## config.mk

```make
export PLATFORM = sky130hd
export DESIGN_NAME = mem_control_unit_flat
export DESIGN_NICKNAME = d
export VERILOG_FILES = /design/src/rtl/mem_control_unit_if.sv /design/src/rtl/mem_control_unit.sv /design/src/flat_wrapper.sv
export SDC_FILE = /design/constraint.sdc
export NUM_CORES = 1
export LEC_CHECK = 0
export ABC_AREA = 0
export BUFFER_PORTS_ARGS = -buffer_cell sky130_fd_sc_hd__buf_2
export CAP_MARGIN = 25
export CORE_ASPECT_RATIO = 1.5
export CORE_UTILIZATION = 47
export CTS_CLUSTER_DIAMETER = 200
export DETAILED_ROUTE_END_ITERATION = 8
export GPL_TIMING_DRIVEN = 0
export PLACE_DENSITY = 0.89
export SLEW_MARGIN = 10
export SYNTH_ARGS = -nofsm -noshare
export SYNTH_HDL_FRONTEND = slang
export SYNTH_SLANG_ARGS = --single-unit
export TNS_END_PERCENT = 20
```

## constraint.sdc

```tcl
create_clock -name Clock -period 2.7 [get_ports Clock]
set_clock_uncertainty 0.15 [all_clocks]
set_input_delay 0.54 -clock Clock [delete_from_list [all_inputs] [get_ports Clock]]
set_output_delay 0.54 -clock Clock [all_outputs]
set_load 0.02 [all_outputs]
```

## src/rtl/mem_control_unit_if.sv

```systemverilog
// Datapath-side bundle of the memory-instruction control sequencer:
// the IR and memory handshake it consumes and the strobes it drives.
interface mem_control_unit_if;
    logic [31:0] IR;
    logic        Mem_ready;
    logic        PCout;
    logic        Zlowout;
    logic        MDRout;
    logic        MARin;
    logic        Zin;
    logic        PCin;
    logic        MDRin;
    logic        IRin;
    logic        Yin;
    logic        IncPC;
    logic        Read;
    logic        ReadEn;
    logic        Write;
    logic        Gra;
    logic        Grb;
    logic        Rin;
    logic        Rout;
    logic        BAout;
    logic        Cout;
    logic        ADD;

    // Control unit side: drives strobes, observes IR and memory ready.
    modport master (
        input  IR, Mem_ready,
        output PCout, Zlowout, MDRout, MARin, Zin, PCin, MDRin, IRin, Yin,
               IncPC, Read, ReadEn, Write, Gra, Grb, Rin, Rout, BAout,
               Cout, ADD
    );

    // Datapath side: consumes strobes, supplies IR and memory ready.
    modport slave (
        output IR, Mem_ready,
        input  PCout, Zlowout, MDRout, MARin, Zin, PCin, MDRin, IRin, Yin,
               IncPC, Read, ReadEn, Write, Gra, Grb, Rin, Rout, BAout,
               Cout, ADD
    );
endinterface

```

## src/rtl/mem_control_unit.sv

```systemverilog
// Hardwired control sequencer for ld / ldi / st: fetch, effective-address
// formation and per-instruction tail, with memory-ready wait states and
// start / stop / halt handling.
module mem_control_unit (
    input  logic                 Clock,
    input  logic                 Clear,
    input  logic                 Start,
    input  logic                 Stop,
    output logic                 Run,
    output logic                 Illegal,
    output logic [15:0]          Instr_count,
    mem_control_unit_if.master   bus
);

    // T5-T7 are split per instruction; the split taken at the end of T4
    // is what captures the opcode, so later IR changes are ignored.
    typedef enum logic [3:0] {
        S_HALT,
        S_T0,
        S_T1,
        S_T2,
        S_T3,
        S_T4,
        S_T5_LD,
        S_T5_LDI,
        S_T5_ST,
        S_T6_LD,
        S_T6_ST,
        S_T7_LD,
        S_T7_ST
    } state_t;

    typedef struct packed {
        logic run;
        logic pcout;
        logic zlowout;
        logic mdrout;
        logic marin;
        logic zin;
        logic pcin;
        logic mdrin;
        logic irin;
        logic yin;
        logic incpc;
        logic read;
        logic readen;
        logic write;
        logic gra;
        logic grb;
        logic rin;
        logic rout;
        logic baout;
        logic cout;
        logic add;
    } strobes_t;

    localparam logic [4:0] OP_LD   = 5'b00000;
    localparam logic [4:0] OP_LDI  = 5'b00001;
    localparam logic [4:0] OP_ST   = 5'b00010;
    localparam logic [4:0] OP_HALT = 5'b11011;

    state_t      r_state;
    state_t      w_next_state;
    strobes_t    r_out;
    logic        r_illegal;
    logic [15:0] r_count;
    logic        w_retire;
    logic        w_bad_op;
    logic [4:0]  w_opcode;
    logic        w_unused_ir;

    assign w_opcode    = bus.IR[31:27];
    assign w_unused_ir = ^bus.IR[26:0];

    // Moore strobe pattern for each state.
    function automatic strobes_t f_decode(input state_t s);
        strobes_t o;
        o     = '0;
        o.run = (s != S_HALT);
        case (s)
            S_T0: begin
                o.pcout = 1'b1; o.marin = 1'b1; o.incpc = 1'b1; o.zin = 1'b1;
            end
            S_T1: begin
                o.zlowout = 1'b1; o.pcin = 1'b1; o.read = 1'b1;
                o.readen  = 1'b1; o.mdrin = 1'b1;
            end
            S_T2: begin
                o.mdrout = 1'b1; o.irin = 1'b1;
            end
            S_T3: begin
                o.grb = 1'b1; o.baout = 1'b1; o.yin = 1'b1;
            end
            S_T4: begin
                o.cout = 1'b1; o.add = 1'b1; o.zin = 1'b1;
            end
            S_T5_LD, S_T5_ST: begin
                o.zlowout = 1'b1; o.marin = 1'b1;
            end
            S_T5_LDI: begin
                o.zlowout = 1'b1; o.gra = 1'b1; o.rin = 1'b1;
            end
            S_T6_LD: begin
                o.read = 1'b1; o.readen = 1'b1; o.mdrin = 1'b1;
            end
            S_T6_ST: begin
                o.gra = 1'b1; o.rout = 1'b1; o.mdrin = 1'b1;
            end
            S_T7_LD: begin
                o.mdrout = 1'b1; o.gra = 1'b1; o.rin = 1'b1;
            end
            S_T7_ST: begin
                o.write = 1'b1;
            end
            default: ;
        endcase
        return o;
    endfunction

    // Next-state logic, plus retire and illegal-opcode events.
    always_comb begin
        w_next_state = r_state;
        w_retire     = 1'b0;
        w_bad_op     = 1'b0;
        case (r_state)
            S_HALT:   if (Start) w_next_state = S_T0;
            S_T0:     w_next_state = S_T1;
            S_T1:     if (bus.Mem_ready) w_next_state = S_T2;
            S_T2:     w_next_state = S_T3;
            S_T3: begin
                case (w_opcode)
                    OP_LD, OP_LDI, OP_ST: w_next_state = S_T4;
                    OP_HALT:              w_next_state = S_HALT;
                    default: begin
                        w_bad_op     = 1'b1;
                        w_next_state = Stop ? S_HALT : S_T0;
                    end
                endcase
            end
            S_T4: begin
                // Opcode legality was settled in T3; anything other than
                // ldi/st here completes as ld.
                case (w_opcode)
                    OP_LDI:  w_next_state = S_T5_LDI;
                    OP_ST:   w_next_state = S_T5_ST;
                    default: w_next_state = S_T5_LD;
                endcase
            end
            S_T5_LD:  w_next_state = S_T6_LD;
            S_T5_ST:  w_next_state = S_T6_ST;
            S_T6_LD:  if (bus.Mem_ready) w_next_state = S_T7_LD;
            S_T6_ST:  w_next_state = S_T7_ST;
            S_T5_LDI, S_T7_LD: begin
                w_retire     = 1'b1;
                w_next_state = Stop ? S_HALT : S_T0;
            end
            S_T7_ST: begin
                if (bus.Mem_ready) begin
                    w_retire     = 1'b1;
                    w_next_state = Stop ? S_HALT : S_T0;
                end
            end
            default:  w_next_state = S_HALT;
        endcase
    end

    // State register with strobes registered from the next-state decode.
    always_ff @(posedge Clock or negedge Clear) begin
        if (!Clear) begin
            r_state <= S_HALT;
            r_out   <= '0;
        end else begin
            r_state <= w_next_state;
            r_out   <= f_decode(w_next_state);
        end
    end

    // Retired-instruction counter and sticky illegal-opcode flag.
    always_ff @(posedge Clock or negedge Clear) begin
        if (!Clear) begin
            r_count   <= '0;
            r_illegal <= 1'b0;
        end else begin
            if (w_retire) r_count <= r_count + 16'd1;
            if (w_bad_op) r_illegal <= 1'b1;
        end
    end

    assign Run         = r_out.run;
    assign Illegal     = r_illegal;
    assign Instr_count = r_count;

    assign bus.PCout   = r_out.pcout;
    assign bus.Zlowout = r_out.zlowout;
    assign bus.MDRout  = r_out.mdrout;
    assign bus.MARin   = r_out.marin;
    assign bus.Zin     = r_out.zin;
    assign bus.PCin    = r_out.pcin;
    assign bus.MDRin   = r_out.mdrin;
    assign bus.IRin    = r_out.irin;
    assign bus.Yin     = r_out.yin;
    assign bus.IncPC   = r_out.incpc;
    assign bus.Read    = r_out.read;
    assign bus.ReadEn  = r_out.readen;
    assign bus.Write   = r_out.write;
    assign bus.Gra     = r_out.gra;
    assign bus.Grb     = r_out.grb;
    assign bus.Rin     = r_out.rin;
    assign bus.Rout    = r_out.rout;
    assign bus.BAout   = r_out.baout;
    assign bus.Cout    = r_out.cout;
    assign bus.ADD     = r_out.add;

endmodule

```

## src/flat_wrapper.sv

```systemverilog
// flat-port wrapper written by rule: the top's interface ports become plain ports
module mem_control_unit_flat 
  (Clock, Clear, Start, Stop, Run, Illegal, Instr_count, bus_IR, bus_Mem_ready, bus_PCout, bus_Zlowout, bus_MDRout, bus_MARin, bus_Zin, bus_PCin, bus_MDRin, bus_IRin, bus_Yin, bus_IncPC, bus_Read, bus_ReadEn, bus_Write, bus_Gra, bus_Grb, bus_Rin, bus_Rout, bus_BAout, bus_Cout, bus_ADD);
  mem_control_unit_if bus_i ();
  input  logic Clock;
  input  logic Clear;
  input  logic Start;
  input  logic Stop;
  output logic Run;
  output logic Illegal;
  output logic [15:0] Instr_count;
  input wire logic [$bits(bus_i.IR)-1:0] bus_IR;
  input wire logic [$bits(bus_i.Mem_ready)-1:0] bus_Mem_ready;
  output wire logic [$bits(bus_i.PCout)-1:0] bus_PCout;
  output wire logic [$bits(bus_i.Zlowout)-1:0] bus_Zlowout;
  output wire logic [$bits(bus_i.MDRout)-1:0] bus_MDRout;
  output wire logic [$bits(bus_i.MARin)-1:0] bus_MARin;
  output wire logic [$bits(bus_i.Zin)-1:0] bus_Zin;
  output wire logic [$bits(bus_i.PCin)-1:0] bus_PCin;
  output wire logic [$bits(bus_i.MDRin)-1:0] bus_MDRin;
  output wire logic [$bits(bus_i.IRin)-1:0] bus_IRin;
  output wire logic [$bits(bus_i.Yin)-1:0] bus_Yin;
  output wire logic [$bits(bus_i.IncPC)-1:0] bus_IncPC;
  output wire logic [$bits(bus_i.Read)-1:0] bus_Read;
  output wire logic [$bits(bus_i.ReadEn)-1:0] bus_ReadEn;
  output wire logic [$bits(bus_i.Write)-1:0] bus_Write;
  output wire logic [$bits(bus_i.Gra)-1:0] bus_Gra;
  output wire logic [$bits(bus_i.Grb)-1:0] bus_Grb;
  output wire logic [$bits(bus_i.Rin)-1:0] bus_Rin;
  output wire logic [$bits(bus_i.Rout)-1:0] bus_Rout;
  output wire logic [$bits(bus_i.BAout)-1:0] bus_BAout;
  output wire logic [$bits(bus_i.Cout)-1:0] bus_Cout;
  output wire logic [$bits(bus_i.ADD)-1:0] bus_ADD;
  assign bus_i.IR = bus_IR;
  assign bus_i.Mem_ready = bus_Mem_ready;
  assign bus_PCout = bus_i.PCout;
  assign bus_Zlowout = bus_i.Zlowout;
  assign bus_MDRout = bus_i.MDRout;
  assign bus_MARin = bus_i.MARin;
  assign bus_Zin = bus_i.Zin;
  assign bus_PCin = bus_i.PCin;
  assign bus_MDRin = bus_i.MDRin;
  assign bus_IRin = bus_i.IRin;
  assign bus_Yin = bus_i.Yin;
  assign bus_IncPC = bus_i.IncPC;
  assign bus_Read = bus_i.Read;
  assign bus_ReadEn = bus_i.ReadEn;
  assign bus_Write = bus_i.Write;
  assign bus_Gra = bus_i.Gra;
  assign bus_Grb = bus_i.Grb;
  assign bus_Rin = bus_i.Rin;
  assign bus_Rout = bus_i.Rout;
  assign bus_BAout = bus_i.BAout;
  assign bus_Cout = bus_i.Cout;
  assign bus_ADD = bus_i.ADD;
  mem_control_unit u_core (.Clock(Clock), .Clear(Clear), .Start(Start), .Stop(Stop), .Run(Run), .Illegal(Illegal), .Instr_count(Instr_count), .bus(bus_i));
endmodule
```

==> flow_summary.yaml <==
cts:
  post_cts_resized: 0
  htree_levels: 2
  clockRootBuffer: "clkbuf_8"
  path_clk_slew_ns: 0.07
  postCtsHoldBufs: 0
  insertion_delay_ns: 0.28
  cts_sinks: 37
  cts_buffers: 5
  postCtsSetupRepairBufs: 0
  cts.path.max_buffers: 2
  cts_tree: "done"
yosys:
  synth_edf_count: 0
  ys_seq_elements: 37
  synth.net_count: 198
  yosysSeqAreaShare: 0.513
  syn_inst: 160
  synth.most_common_cell: "dfrtp_1"
  yosysWarningCount: 0
  synth.top_cell.area_share: 0.513
  synth_async_sr_flop_share: 1.00
  syn-cell-area_mm2: 0.00180
  synth_commonest_cells: "dfrtp_1, xnor2_1, inv_1, nor2_1, nand2_1"
  ys_types: 46
  synth_top_area_cell: "dfrtp_1"
  synth.avg_cell_area_um2: 11.3
  netlist_top_cells_area: "dfrtp_1, xnor2_1, buf_4"
  synth_ff_type: "dfrtp_1"
run:
  cap_violations: 0
worst_hold_path:
  min_path_type: "primary input to async pin"
route:
  vias: 1374
  drcViolationCount: 0
  first_iter_violations: 43
  routed_via_density: 5.35
  antenna_left: 0
  wire_per_inst_um: 13.5
  dr.pass1.iters: 4
  routed_wl_mm: 3.46
worst_setup_path:
  timing.reg2reg.setup_slack_ns: 0.45
  cp.required_ns: 2.72
  crit_chain: "buf_2 -> nand2_1 -> o22ai_4 -> nand4_2 -> or4_4 -> xnor2_2"
  worstPathArrival_ns: 2.27
  cp-startpoint: "u_core.r_state[1]"
  timing.rr.end: "u_core.Instr_count[15]"
  end_kind: "register"
  crit_path_top_delay_cell: "or4_4"
  r2r_cells: 6
  endpoint: "u_core.Instr_count[15]"
  cp_max_fo: 10
  critPathLaunchType: "register"
  crit_type: "register to register"
  reg2reg_from: "u_core.r_state[1]"
  slowest_delay_ns: 0.57
timing:
  drv_slew: 0
  rsz0062_at_grt: "false"
  final_hold_viol_count: 0
  relSlewSlack: 0.484
  hold_ws_ns: 0.180
  setup_viol: 0
  worstMarginPinSlew_ns: 0.774
  tns_ns: 0
  fin_crit_ns: 2.25
  max_freq_mhz: 444
  post-route-period-util: 0.835
global_routing:
  overflow: 0
  grt_max_degree: 38
  grt_usage: 0.195
  antenna_found_initial: 0
  grt_pass1_wl_mm: 5.79
  grt_pass1_vias: 1279
power_and_ir_drop:
  p_leak_nw: 1.13
  p_total_w: 0.00211
  p_sw_w: 0.000845
  clkPwrFrac: 0.182
  power.density_mw_per_mm2: 966
  p_seq_frac: 0.379
  switching_share: 0.401
  internal_power_w: 0.00126
  comb_power_share: 0.439
  peakVddDrop_mv: 0.493
floorplan:
  die-area_mm2: 0.00410
  ioPinCount: 75
  core_mm2: 0.00368
  start_util: 0.490
  fp.dieH_um: 77.9
  die_w_um: 52.6
  row_count: 27
placement:
  gp_congestion: 0.897
  place_inst: 250
  io_buffers: 47
  dpl.hpwl_mm: 2.63
final_layout:
  n_antenna_cell: 0
  layout-drive-gt1-share: 0.360
  utilization: 0.593
  final_cells: 257
  n_fill_cell: 306
  syn2layout_area_growth_pct: 21.0
  nNetsFinal: 252
  largest_reg_flops: 16
outcome:
  outcome: "finished clean"
-- metal layers --
metal,global-route usage,vias to the layer above,part of all wire
met5,0,-,0
met1,0.239,666,0.42
met3,0.0412,8,0.043
met4,0.118,0,0.032
met2,0.304,42,0.51
li1,-,658,-
-- cell usage in the layout (no fill, tap or decap), types with 2 or more instances in the layout --
master,netlist,routed
inv_1,10,10
and3_1,3,3
buf_4,7,7
clkbuf_8,0,6
a21oi_1,2,2
dfrtp_1,37,37
nor3_1,3,3
o21bai_1,2,2
xor2_1,5,5
o31ai_1,2,2
nor2b_1,4,4
or4b_1,2,2
nor2_1,10,10
nor4bb_1,2,2
xnor2_1,11,11
o32ai_1,2,2
nand4_1,6,6
nand2_1,9,9
buf_2,2,49
nand3_1,5,5
nand2b_1,7,7
o21ai_0,3,3
nand3b_1,2,2
-- power by group through the flow --
stage | clock network [W] | logic [W] | registers [W]
final | 0.000385 | 0.000926 | 0.000799
after CTS | 0.000391 | 0.000932 | 0.000800
after global routing | 0.000416 | 0.00103 | 0.000818
after detailed placement | 0 | 0.000931 | 0.000810
after global placement | 0 | 0.000910 | 0.000808
after floorplan | 0 | 0.000560 | 0.000915
-- through the flow --
step	area, um^2	setup slack [ns]
after floorplan	1800	0.545
after global placement	2090	0.306
after detailed placement	2090	0.293
after CTS	2180	0.442
after global routing	2180	0.308
final	2180	0.445
-- layout make-up --
type                            count  area (um^2)  area share
Clock inverter                      1         7.51     0.00344
Multi-Input combinational cell    104          778       0.356
Inverter                           10         37.5      0.0172
Clock buffer                        6         82.6      0.0378
Tap cell                           43         53.8      0.0246
Buffer                              9         62.6      0.0287
Sequential cell                    37          926       0.424
Timing Repair Buffer               47          235       0.108
-- worst min-delay path by stage --
stage	slack (ns)	start	to	cells after the start
after floorplan	0.09	Clear	u_core.Illegal	0
after global placement	0.32	u_core.Instr_count[13]	u_core.Instr_count[13]	1
after detailed placement	0.32	u_core.Illegal	u_core.Illegal	1
after CTS	0.21	Clear	u_core.r_state[3]	1
after global routing	0.26	Clear	u_core.Instr_count[7]	1
final	0.18	Clear	u_core.Instr_count[5]	1
-- kinds of logic (layout without fill, tap and decap cells) --
kind of cell | count (synthesis) | count (layout) | synth area share
flops | 37 | 37 | 0.513
buf+inv | 19 | 73 | 0.0555
fa+ha+maj | 1 | 1 | 0.00693
mux | 2 | 2 | 0.0118
simple gates | 66 | 66 | 0.231
compound gates | 18 | 18 | 0.0950
xor+xnor | 17 | 17 | 0.0867
-- critical path, delay by kind of cell (launching register included) --
family          cells  cell delay (ns)
compound gates      1             0.24
xor+xnor            1             0.15
buf+inv             1             0.24
flops               1             0.44
simple gates        3             0.92
Note: power is estimated with default switching activity, not from simulation.
